<file path="config.mk">
export PLATFORM = sky130hd
export DESIGN_NAME = fetch_ifid
export DESIGN_NICKNAME = d
export VERILOG_FILES = /design/src/rtl/fetch_pkg.sv /design/src/rtl/if_id_reg.sv /design/src/rtl/fetch_ifid.sv
export SDC_FILE = /design/constraint.sdc
export NUM_CORES = 1
export LEC_CHECK = 0
export ABC_AREA = 1
export BUFFER_PORTS_ARGS = -buffer_cell sky130_fd_sc_hd__buf_2
export CORE_ASPECT_RATIO = 1.1
export CORE_MARGIN = 1
export CORE_UTILIZATION = 40
export DETAILED_ROUTE_END_ITERATION = 8
export PLACE_DENSITY = 0.67
export REMOVE_ABC_BUFFERS = 1
export SKIP_CTS_REPAIR_TIMING = 1
export SYNTH_ARGS = -nofsm -noshare
export SYNTH_HDL_FRONTEND = slang
export SYNTH_SLANG_ARGS = --single-unit
</file>
<file path="constraint.sdc">
create_clock -name i_clk -period 1.8 [get_ports i_clk]
set_input_delay 0.27 -clock i_clk [delete_from_list [all_inputs] [get_ports i_clk]]
set_output_delay 0.27 -clock i_clk [all_outputs]
set_load 0.1 [all_outputs]
</file>
<file path="src/rtl/fetch_pkg.sv">
// Shared fetch-stage definitions: state encoding, field positions and the NOP encoding.
package fetch_pkg;

  localparam int XLEN    = 32;
  localparam int REG_W   = 5;
  localparam int RS1_LSB = 15;
  localparam int RS2_LSB = 20;

  localparam logic [XLEN-1:0] NOP_ENC = 32'h0000_0013;

  typedef enum logic [1:0] {
    S_RESET,
    S_BOOT,
    S_RUN
  } state_t;

  // Redirect targets are forced onto a word boundary.
  function automatic logic [XLEN-1:0] align_word(input logic [XLEN-1:0] addr);
    return addr & ~32'd3;
  endfunction

endpackage

</file>
<file path="src/rtl/if_id_reg.sv">
// IF/ID pipeline register holding {valid, pc, inst}; flush beats load, reset beats both.
module if_id_reg
  import fetch_pkg::*;
#(
  parameter logic [XLEN-1:0] RESET_ADDR = 32'h0000_0000,
  parameter logic [XLEN-1:0] NOP_INST   = NOP_ENC
) (
  input  logic            clk,
  input  logic            rst,
  input  logic            flush,
  input  logic            load,
  input  logic [XLEN-1:0] pc_in,
  input  logic [XLEN-1:0] inst_in,
  output logic            valid,
  output logic [XLEN-1:0] pc,
  output logic [XLEN-1:0] inst
);

  always_ff @(posedge clk) begin
    if (rst) begin
      valid <= 1'b0;
      pc    <= RESET_ADDR;
      inst  <= NOP_INST;
    end else if (flush) begin
      valid <= 1'b0;
      inst  <= NOP_INST;
    end else if (load) begin
      valid <= 1'b1;
      pc    <= pc_in;
      inst  <= inst_in;
    end
  end

endmodule

</file>
<file path="src/rtl/fetch_ifid.sv">
// Fetch stage: PC register, boot state machine and IF/ID register with redirect flush.
// Optional performance counters are built when FETCH_PERF_EN is defined.
module fetch_ifid
  import fetch_pkg::*;
#(
  parameter logic [XLEN-1:0] RESET_ADDR = 32'h0000_0000,
  parameter logic [XLEN-1:0] NOP_INST   = NOP_ENC
) (
  input  logic             i_clk,
  input  logic             i_rst,
  input  logic             i_pc_en,
  input  logic             i_if_id_en,
  input  logic             i_redirect,
  input  logic [XLEN-1:0]  i_redirect_pc,
  output logic [XLEN-1:0]  o_imem_raddr,
  input  logic [XLEN-1:0]  i_imem_rdata,
  output logic [XLEN-1:0]  o_if_id_pc,
  output logic [XLEN-1:0]  o_if_id_inst,
  output logic [REG_W-1:0] o_if_id_rs1,
  output logic [REG_W-1:0] o_if_id_rs2,
  output logic             o_valid_inst,
  output logic             o_rst_reg
`ifdef FETCH_PERF_EN
  ,
  output logic [XLEN-1:0]  o_fetch_cnt,
  output logic [XLEN-1:0]  o_stall_cnt,
  output logic [XLEN-1:0]  o_flush_cnt
`endif
);

  state_t          state;
  logic [XLEN-1:0] pc;
  logic            rst_reg;
  logic            running;
  logic            flush;
  logic            load;

  assign running = (state == S_RUN);
  assign flush   = running && i_redirect;
  assign load    = running && !i_redirect && i_if_id_en;

  // rst_reg tracks the state one-for-one so the hazard unit never sees i_rst directly.
  always_ff @(posedge i_clk) begin
    if (i_rst) begin
      state   <= S_RESET;
      rst_reg <= 1'b1;
      pc      <= RESET_ADDR;
    end else begin
      case (state)
        S_RESET: begin
          state   <= S_BOOT;
          rst_reg <= 1'b1;
        end
        S_BOOT: begin
          state   <= S_RUN;
          rst_reg <= 1'b0;
        end
        S_RUN: begin
          rst_reg <= 1'b0;
          if (i_redirect) begin
            pc <= align_word(i_redirect_pc);
          end else if (i_pc_en) begin
            pc <= pc + 32'd4;
          end
        end
        default: begin
          state   <= S_RESET;
          rst_reg <= 1'b1;
        end
      endcase
    end
  end

  if_id_reg #(
    .RESET_ADDR(RESET_ADDR),
    .NOP_INST  (NOP_INST)
  ) u_if_id (
    .clk    (i_clk),
    .rst    (i_rst),
    .flush  (flush),
    .load   (load),
    .pc_in  (pc),
    .inst_in(i_imem_rdata),
    .valid  (o_valid_inst),
    .pc     (o_if_id_pc),
    .inst   (o_if_id_inst)
  );

  assign o_imem_raddr = pc;
  assign o_rst_reg    = rst_reg;
  assign o_if_id_rs1  = o_if_id_inst[RS1_LSB +: REG_W];
  assign o_if_id_rs2  = o_if_id_inst[RS2_LSB +: REG_W];

`ifdef FETCH_PERF_EN
  always_ff @(posedge i_clk) begin
    if (i_rst) begin
      o_fetch_cnt <= '0;
      o_stall_cnt <= '0;
      o_flush_cnt <= '0;
    end else begin
      if (load) o_fetch_cnt <= o_fetch_cnt + 32'd1;
      if (running && !i_redirect && !i_if_id_en) o_stall_cnt <= o_stall_cnt + 32'd1;
      if (flush) o_flush_cnt <= o_flush_cnt + 32'd1;
    end
  end
`endif

endmodule

</file>
==> results of run 1 <==
## metal layers
layer	track usage	up-vias	routed length, µm
met5	0	-	0
met4	0.0667	0	118
met3	0.0467	10	855
met2	0.393	187	6410
met1	0.279	2139	5970
li1	-	2441	-
## area by class of cell
| type | count | area (µm²) |
|---|---|---|
| clock buffer | 10 | 239 |
| sequential | 96 | 1920 |
| multi-input combinational | 473 | 2250 |
| clock inverter | 6 | 67.6 |
| fill | 1120 | 5190 |
| inverter | 48 | 193 |
| timing repair buffer | 189 | 1020 |
| tap | 147 | 184 |
## cells in the final DEF (no fill, tap or decap), types with 6 or more instances in the layout
master	instances
buf_4	17
inv_1	36
nand2_2	6
inv_2	9
a21oi_1	49
nand2_1	136
o21ai_2	7
dfxtp_1	96
buf_2	170
nor2_4	8
nor2_1	109
nor2_2	7
clkbuf_16	9
nand3_1	38
o21ai_0	80
## path summary, 6_finish.rpt
kind                           startpoint                           end  slack (ns)
max reg2reg         state[0]$_SDFFE_PP0P_  u_if_id.inst[3]$_SDFFE_PP0P_        0.17
max                 state[0]$_SDFFE_PP0P_  u_if_id.inst[3]$_SDFFE_PP0P_        0.17
min reg2reg  u_if_id.inst[1]$_SDFFE_PP1P_  u_if_id.inst[1]$_SDFFE_PP1P_        0.47
min                       i_imem_rdata[0]  u_if_id.inst[0]$_SDFFE_PP1P_        0.14
## worst max-delay path: stages, from the launching register on
cell	delay, ns
dfxtp_1	0.31
inv_1	0.10
ha_1	0.26
buf_4	0.17
nand3_2	0.10
buf_4	0.25
o21ai_0	0.25
nor2_1	0.07
## cell usage after synthesis
master | count | area, µm²
dfxtp_1 | 96 | 1920
o21ai_1 | 2 | 10.0
or2_2 | 1 | 6.26
buf_2 | 13 | 65.1
a211oi_1 | 1 | 7.51
a311oi_1 | 1 | 8.76
a22o_1 | 1 | 8.76
buf_6 | 2 | 22.5
nor2_1 | 109 | 409
nand2_1 | 136 | 510
inv_1 | 36 | 135
clkbuf_1 | 14 | 52.6
nor3_1 | 4 | 20.0
o211ai_1 | 4 | 30.0
nor2_4 | 8 | 90.1
nor2_2 | 7 | 43.8
a31oi_1 | 1 | 6.26
and2_1 | 1 | 6.26
a21oi_1 | 49 | 245
o21a_1 | 1 | 7.51
o21ai_2 | 7 | 61.3
inv_6 | 1 | 8.76
o31ai_1 | 4 | 30.0
nand2_2 | 6 | 37.5
inv_4 | 2 | 12.5
o21ai_0 | 80 | 400
nand3_1 | 38 | 190
inv_2 | 9 | 33.8
buf_1 | 1 | 3.75
conb_1 | 1 | 3.75
nand2_4 | 2 | 22.5
nor2_8 | 1 | 20.0
nand3_2 | 1 | 10.0
buf_4 | 14 | 105
ha_1 | 4 | 50.1
## power breakdown
group          total (µW)  switching [µW]  internal [µW]
Sequential           2560             195           2360
Combinational        3110            2530            572
Clock                1980             858           1120
Total                7640            3590           4060
## cells by family after synthesis
logic type | after synthesis | share of synthesized area
simple gates | 314 | 0.297
compound gates | 151 | 0.177
flops | 96 | 0.418
buf+inv | 92 | 0.0955
fa+ha+maj | 4 | 0.0109
other cells | 1 | 0.000816
## through the flow
| stage | hold slack (ns) | worst slack, ns | instance area, µm² |
|---|---|---|---|
| 2_1_floorplan | 0.339 | -0.467 | 4360 |
| 3_3_place_gp | 0.447 | 0.197 | 5560 |
| 3_5_place_dp | 0.463 | 0.163 | 5560 |
| 4_1_cts | 0.127 | 0.145 | 5870 |
| 5_1_grt | 0.137 | 0.0201 | 5870 |
| 6_report | 0.144 | 0.173 | 5870 |
==> impl_metrics.toml, run 1 <==
[timing]
post-route-period-util = 0.904
maxSlewViolCount = 0
finalHoldViolCount = 0
max_freq_mhz = 615
max_slew.worst_pin.slew_ns = 0.521
rsz0062_at_grt = "false"
setup_viol = 0
post-route-min-period_ns = 1.63
max-slew-margin-rel = 0.655
tns_ns = 0
finClkSkew_ns = 0.0104

[clocking]
clk_pin_slew_ns = 0.06
clkSinkCount = 96
clk_latency_ns = 0.34
cts_made_buffers = 9
htree_levels = 3
cts_buffer_depth = 2
root_buffer = "clkbuf_16"
cts_tree = "done"

[critical_path]
crit_fanout = 35
endpoint_kind = "register"
worstSetupStartpointType = "register"
reg2regPathDepth = 7
critPathArrivalTime_ns = 1.85
criticalPathCategory = "register to register"
cp.required_ns = 2.02

[yosys]
syn_area_um2 = 4600
postSynthAreaPerCell_um2 = 6.99
ys_seq_area_frac = 0.418
syn_inst = 658
ys_types = 35
synth_warnings = 0
ys_ff_latch = 96

[pwr]
leakage_uw = 0.00260
ir_worst_vdd_mv = 0.604
total_power_uw = 7640
power_density_nw_per_um2 = 1300

[run_status]
status = "finished, final reports clean"

[route]
drt-total-wl_um = 13400
drt_iter0_drc = 454
wl_per_cell_um = 13.8
first_pass_iters = 5
ant_nets = 0
drcViolationCount = 0
vias = 4777
drt-vias-per-instance = 4.93

[floorplan]
initial_core_util = 0.416
die-area_um2 = 11900
rows = 40
die_w_um = 104
die_height_um = 114
io_pins = 177
core_area_um2 = 11100

[layout]
largest_register_ffs = 32
n_antenna_cell = 0
regMostFlops = "u_if_id.inst"
fin_nets = 890
instances_no_fill = 969
fin_util = 0.531
synthToLayoutAreaGrowth_pct = 27.7
layout-drive-gt1-share = 0.304

[grt]
grt_pass1_vias = 4390
overflow = 0
grt_start_max_net_pins = 63
grt_use_total = 0.225
antenna_found_initial = 0
grt_pass1_wl_um = 21300

[min_path]
min_path_cells = 3
hp-class = "primary input to register"

[place]
dp_hpwl_um = 9710
io_buffers = 170
globalplace.congestion = 0.849
placed_cells = 953

[flow_run]
maxCapViolations = 0
No activity file was read; power rests on OpenSTA's default activity.
==> run 2: changes to the inputs <==
--- a/config.mk
+++ b/config.mk
@@ -5,13 +5,12 @@
 export SDC_FILE = /design/constraint.sdc
 export NUM_CORES = 1
 export LEC_CHECK = 0
-export ABC_AREA = 1
+export ABC_AREA = 0
 export BUFFER_PORTS_ARGS = -buffer_cell sky130_fd_sc_hd__buf_2
 export CORE_ASPECT_RATIO = 1.1
-export CORE_MARGIN = 1
 export CORE_UTILIZATION = 40
 export DETAILED_ROUTE_END_ITERATION = 8
-export PLACE_DENSITY = 0.67
+export PLACE_DENSITY = 0.68
 export REMOVE_ABC_BUFFERS = 1
 export SKIP_CTS_REPAIR_TIMING = 1
 export SYNTH_ARGS = -nofsm -noshare
==> constraint.sdc (replaced) <==
create_clock -name i_clk -period 1.51 [get_ports i_clk]
set_input_delay 0.2265 -clock i_clk [delete_from_list [all_inputs] [get_ports i_clk]]
set_output_delay 0.2265 -clock i_clk [all_outputs]
set_load 0.1 [all_outputs]
==> run 2 against run 1 <==
Against the previous run:
- via count is 4.9% higher
- sequential power is 4% higher
- fmax is 9.7% lower
- non-clock buffer count is 94 higher
- first-iteration DRC count is 19% lower
- worst setup slack worse by 0.46 ns
- critical path depth stayed put
- critical endpoint is now o_imem_raddr[14]$_SDFFE_PP0P_
- synthesized cell count is 14% lower
- highest routed layer unchanged
- the run now ends with negative setup slack left
- die area is 6.4% lower
- clock skew is 0.0049 ns lower
- global-route usage is 2.3 points higher
- design area is 18% higher
==> impl_metrics.toml, run 2 <==
[yosys]
synthFlopType = "dfxtp_1"
syn_area_um2 = 4300
ys_seq_area_frac = 0.447
synth_top_area_cell = "dfxtp_1"
ys_ff_latch = 96
synth_most_common_cell = "nand2_1"
synth_commonest_cells = "nand2_1 (160), dfxtp_1 (96), a21oi_1 (76)"
ys_types = 47
ys_top_cells_by_area = "dfxtp_1 (45%), nand2_1 (14%), a21oi_1 (8.9%)"
postSynthAreaPerCell_um2 = 7.56
async_reset_ff_frac = 0
synth_edf_count = 0
syn_inst = 568
synth_top_area_frac = 0.447
synth_warnings = 0

[timing]
max_freq_mhz = 555
fin_ws_ns = -0.292
rsz0062_at_grt = "true"
finalHoldViolCount = 0
post-route-min-period_ns = 1.80
tns_ns = -3.62
timing.hold.ws_ns = 0.0965
setup_viol = 20
maxSlewViolCount = 0
finClkSkew_ns = 0.00547
post-route-period-util = 1.19

[route]
ant_nets = 0
vias = 5009
first_pass_iters = 6
wl_per_cell_um = 15.4
drt_iter0_drc = 366
drcViolationCount = 0
drt-vias-per-instance = 5.22
drt-total-wl_um = 14800

[clocking]
cts_tree = "done"
root_buffer = "clkbuf_16"
clk_pin_slew_ns = 0.07
cts_buffer_depth = 2
clkSinkCount = 96
clk_latency_ns = 0.35
htree_levels = 3
cts_made_buffers = 9

[layout]
fin_area_um2 = 6930
regMostFlops = "u_if_id.inst"
fin_nets = 885
instances_no_fill = 960
largest_register_ffs = 32
n_antenna_cell = 0
layout-drive-gt1-share = 0.452
final_common_cell = "nand2_1"
fin_util = 0.664
synthToLayoutAreaGrowth_pct = 61.3
mostFrequentLayoutCells = "nand2_1 (158), buf_2 (146), buf_4 (89), dfxtp_1 (80), a21oi_1 (70)"

[critical_path]
endpoint_kind = "register"
worstSetupStartpointType = "register"
cp.required_ns = 1.75
criticalPathCategory = "register to register"
critPathArrivalTime_ns = 2.04
crit_fanout = 4

[place]
io_buffers = 170
dpl_cell_area_um2 = 6020
placed_cells = 929
globalplace.congestion = 0.896
dp_hpwl_um = 10200

[grt]
overflow = 0
grt_use_total = 0.247
grt_start_max_net_pins = 43
grt_pass1_vias = 4536
antenna_found_initial = 0
grt_pass1_wl_um = 21800

[pwr]
power_density_nw_per_um2 = 970
leakage_uw = 0.00303
ir_worst_vdd_mv = 0.562

[run_status]
violations = "negative setup slack"
status = "finished with violations"

[floorplan]
die_w_um = 101
die_height_um = 111
die-area_um2 = 11200
io_pins = 177
rows = 39
core_area_um2 = 10400
initial_core_util = 0.411

[flow_run]
maxCapViolations = 0

[min_path]
hp-class = "primary input to register"
[run 2: cell type report]
type | count | area, µm²
fill | 877 | 3510
multi-input combinational | 416 | 2400
timing repair buffer | 283 | 2020
sequential | 96 | 1950
clock buffer | 9 | 225
tap | 143 | 179
clock inverter | 7 | 124
inverter | 6 | 22.5
[run 2: worst max-delay path, cell delays in order (launching register included)]
cell and delay, ns:
dfxtp_2 0.34, buf_6 0.11, nand4_1 0.25, buf_4 0.24
nor3_4 0.22, nand3_1 0.14, a22o_1 0.21, a22o_1 0.17
[run 2: final timing paths]
path / start / end / slack (ns) / depth (start not counted)
worst max-delay path: o_imem_raddr[8]$_SDFFE_PP0P_ / o_imem_raddr[14]$_SDFFE_PP0P_ / -0.29 / 7
worst min-delay path: i_imem_rdata[0] / u_if_id.inst[0]$_SDFFE_PP1P_ / 0.1 / 3
worst max register to register: o_imem_raddr[8]$_SDFFE_PP0P_ / o_imem_raddr[14]$_SDFFE_PP0P_ / -0.29 / 7
worst min register to register: u_if_id.pc[11]$_SDFFE_PP0P_ / u_if_id.pc[11]$_SDFFE_PP0P_ / 0.45 / 2
[run 2: power by group]
group	leakage, µW	internal [µW]	switching, µW
Sequential	0.000784	2600	56.4
Combinational	0.00208	432	954
Clock	0.000167	1640	1040
Total	0.00303	4670	2050
[run 2: cells by family (layout without fill, tap and decap cells)]
kind of cell,Yosys count,in the layout,share of synthesized area
flops,96,96,0.447
simple gates,265,265,0.272
fa+ha+maj,4,4,0.0116
mux,6,6,0.0140
compound gates,137,137,0.190
buf+inv,59,305,0.0649
other cells,1,4,0.000873
[run 2: metrics by stage]
step                      power, µW  setup slack (ns)
final                          6720            -0.292
after global routing           6960            -0.315
after CTS                      6660            -0.372
after detailed placement       3990            -0.326
after global placement         3980            -0.301
after floorplan                3490             -1.11
[run 2: layer usage]
| layer | track usage | vias up | share of wire |
|---|---|---|---|
| li1 | - | 2445 | - |
| met1 | 0.321 | 2306 | 0.42 |
| met2 | 0.406 | 228 | 0.49 |
| met3 | 0.0359 | 30 | 0.069 |
| met4 | 0.103 | 0 | 0.024 |
| met5 | 0 | - | 0 |
==> run 3: changes to the inputs <==
--- a/config.mk
+++ b/config.mk
@@ -11,7 +11,6 @@
 export CORE_UTILIZATION = 40
 export DETAILED_ROUTE_END_ITERATION = 8
 export PLACE_DENSITY = 0.68
-export REMOVE_ABC_BUFFERS = 1
 export SKIP_CTS_REPAIR_TIMING = 1
 export SYNTH_ARGS = -nofsm -noshare
 export SYNTH_HDL_FRONTEND = slang
==> run 3 against run 2 <==
Against the previous run:
- the flow still finishes with violations (negative setup slack)
- combinational power up 3%
- worst setup slack better by 0.091 ns
- clock-buffer cell count up 4
- worst hold slack better by 0.010 ns
- critical path type unchanged
==> impl_metrics.toml, run 3 (synthesis gave the netlist of run 2 again) <==
[run_status]
status = "finished with violations"
violations = "negative setup slack"

[timing]
setup_viol = 20
maxSlewViolCount = 0
post-route-min-period_ns = 1.71
rsz0062_at_grt = "true"
finalHoldViolCount = 0
finClkSkew_ns = 0.00584
post-route-period-util = 1.13
max_freq_mhz = 585
tns_ns = -1.84
fin_ws_ns = -0.201
timing.hold.ws_ns = 0.107

[critical_path]
critPathArrivalTime_ns = 1.94
criticalPathCategory = "register to register"
endpoint_kind = "register"
cp_cell_sequence = "nand4_4 > buf_6 > or3_4 > or3_1 > a32o_1"
max_stage_delay_ns = 0.39
crit_fanout = 4
slowest_stage = "or3_4"
cp.required_ns = 1.74
worstSetupStartpointType = "register"

[floorplan]
io_pins = 177
core_area_um2 = 10400
initial_core_util = 0.411
die_height_um = 111
rows = 39
die_w_um = 101
die-area_um2 = 11200

[route]
vias = 5125
drt-vias-per-instance = 5.31
ant_nets = 0
wl_per_cell_um = 16.2
drcViolationCount = 0
first_pass_iters = 7
drt_iter0_drc = 283
drt-total-wl_um = 15600

[pwr]
ir_worst_vdd_mv = 0.541
power_density_nw_per_um2 = 916
switchingPower_uw = 2010
total_power_uw = 6520
pwr-share-seq = 0.404
leakage_uw = 0.00315
clock_power_share = 0.376
power.internal_uw = 4510
power_frac_comb = 0.219
sw_frac_of_total = 0.308

[grt]
grt_start_max_net_pins = 45
overflow = 0
grt_pass1_vias = 4651
antenna_found_initial = 0
grt_pass1_wl_um = 22000
grt_use_total = 0.251

[layout]
final_common_cell = "buf_2"
synthToLayoutAreaGrowth_pct = 65.7
largest_register_ffs = 32
layout-drive-gt1-share = 0.496
fin_nets = 890
n_antenna_cell = 0
mostFrequentLayoutCells = "buf_2 (157), nand2_1 (154), buf_4 (82), a21oi_1 (71), dfxtp_1 (56)"
regMostFlops = "u_if_id.inst"
fill_cells = 863

[place]
globalplace.congestion = 0.890
io_buffers = 170
dp_hpwl_um = 10600

[clocking]
cts_tree = "done"
cts_made_buffers = 9
root_buffer = "clkbuf_16"
htree_levels = 3
cts_buffer_depth = 2
clk_pin_slew_ns = 0.06
clk_latency_ns = 0.34
clkSinkCount = 96

[flow_run]
maxCapViolations = 0

[min_path]
hp-class = "primary input to register"
run 3: cell count changes in the layout (fill, tap and decap cells not counted), moves of 4 or more:
cell / change
dfxtp_1: -24
nand2_2: +4
dfxtp_2: +4
clkbuf_16: +4
buf_2: +11
nand2_1: -4
dfxtp_4: +20
buf_4: -7
run 3: per-stage QoR:
stage	utilization	std cells	setup WS (ns)	area, µm²
CTS	0.616	941	-0.283	6430
global placement	0.585	925	-0.233	6110
floorplan	-	571	-0.441	4530
finish	0.682	965	-0.201	7120
global route	0.682	965	-0.243	7120
detailed placement	0.585	925	-0.252	6110
run 3: worst paths after layout:
path	slack [ns]	cells past startpoint	end	start
max	-0.20	5	o_imem_raddr[15]$_SDFFE_PP0P_	o_imem_raddr[6]$_SDFFE_PP0P_
min	0.11	3	u_if_id.inst[4]$_SDFFE_PP1P_	i_imem_rdata[4]
max reg2reg	-0.20	5	o_imem_raddr[15]$_SDFFE_PP0P_	o_imem_raddr[6]$_SDFFE_PP0P_
min reg2reg	0.45	2	u_if_id.pc[8]$_SDFFE_PP0P_	u_if_id.pc[8]$_SDFFE_PP0P_
run 3: routing by layer:
layer  global-route usage  share of wire
met5                    0              0
met1                0.301           0.40
met2                0.440           0.50
met3               0.0574          0.067
met4               0.0783          0.023
run 3: layout make-up:
type | count | area (µm²) | share of cell area
Multi-Input combinational cell | 417 | 2500 | 0.352
Tap cell | 143 | 179 | 0.0251
Clock inverter | 3 | 45.0 | 0.00633
Timing Repair Buffer | 287 | 2060 | 0.289
Sequential cell | 96 | 2030 | 0.285
Clock buffer | 13 | 282 | 0.0395
Inverter | 6 | 22.5 | 0.00316
run 3: worst max-delay path: cells and delay by family (launching register included):
| family | cells | cell delay (ns) |
|---|---|---|
| compound gates | 1 | 0.24 |
| buf+inv | 1 | 0.15 |
| flops | 1 | 0.37 |
| simple gates | 3 | 0.84 |
run 3: power by group through the flow:
stage	Clock, µW	Sequential [µW]	Combinational, µW
6_report	2450	2640	1430
5_1_grt	2610	2640	1500
4_1_cts	2520	2630	1290
3_5_place_dp	0	2690	1290
3_3_place_gp	0	2680	1270
2_1_floorplan	0	3150	399
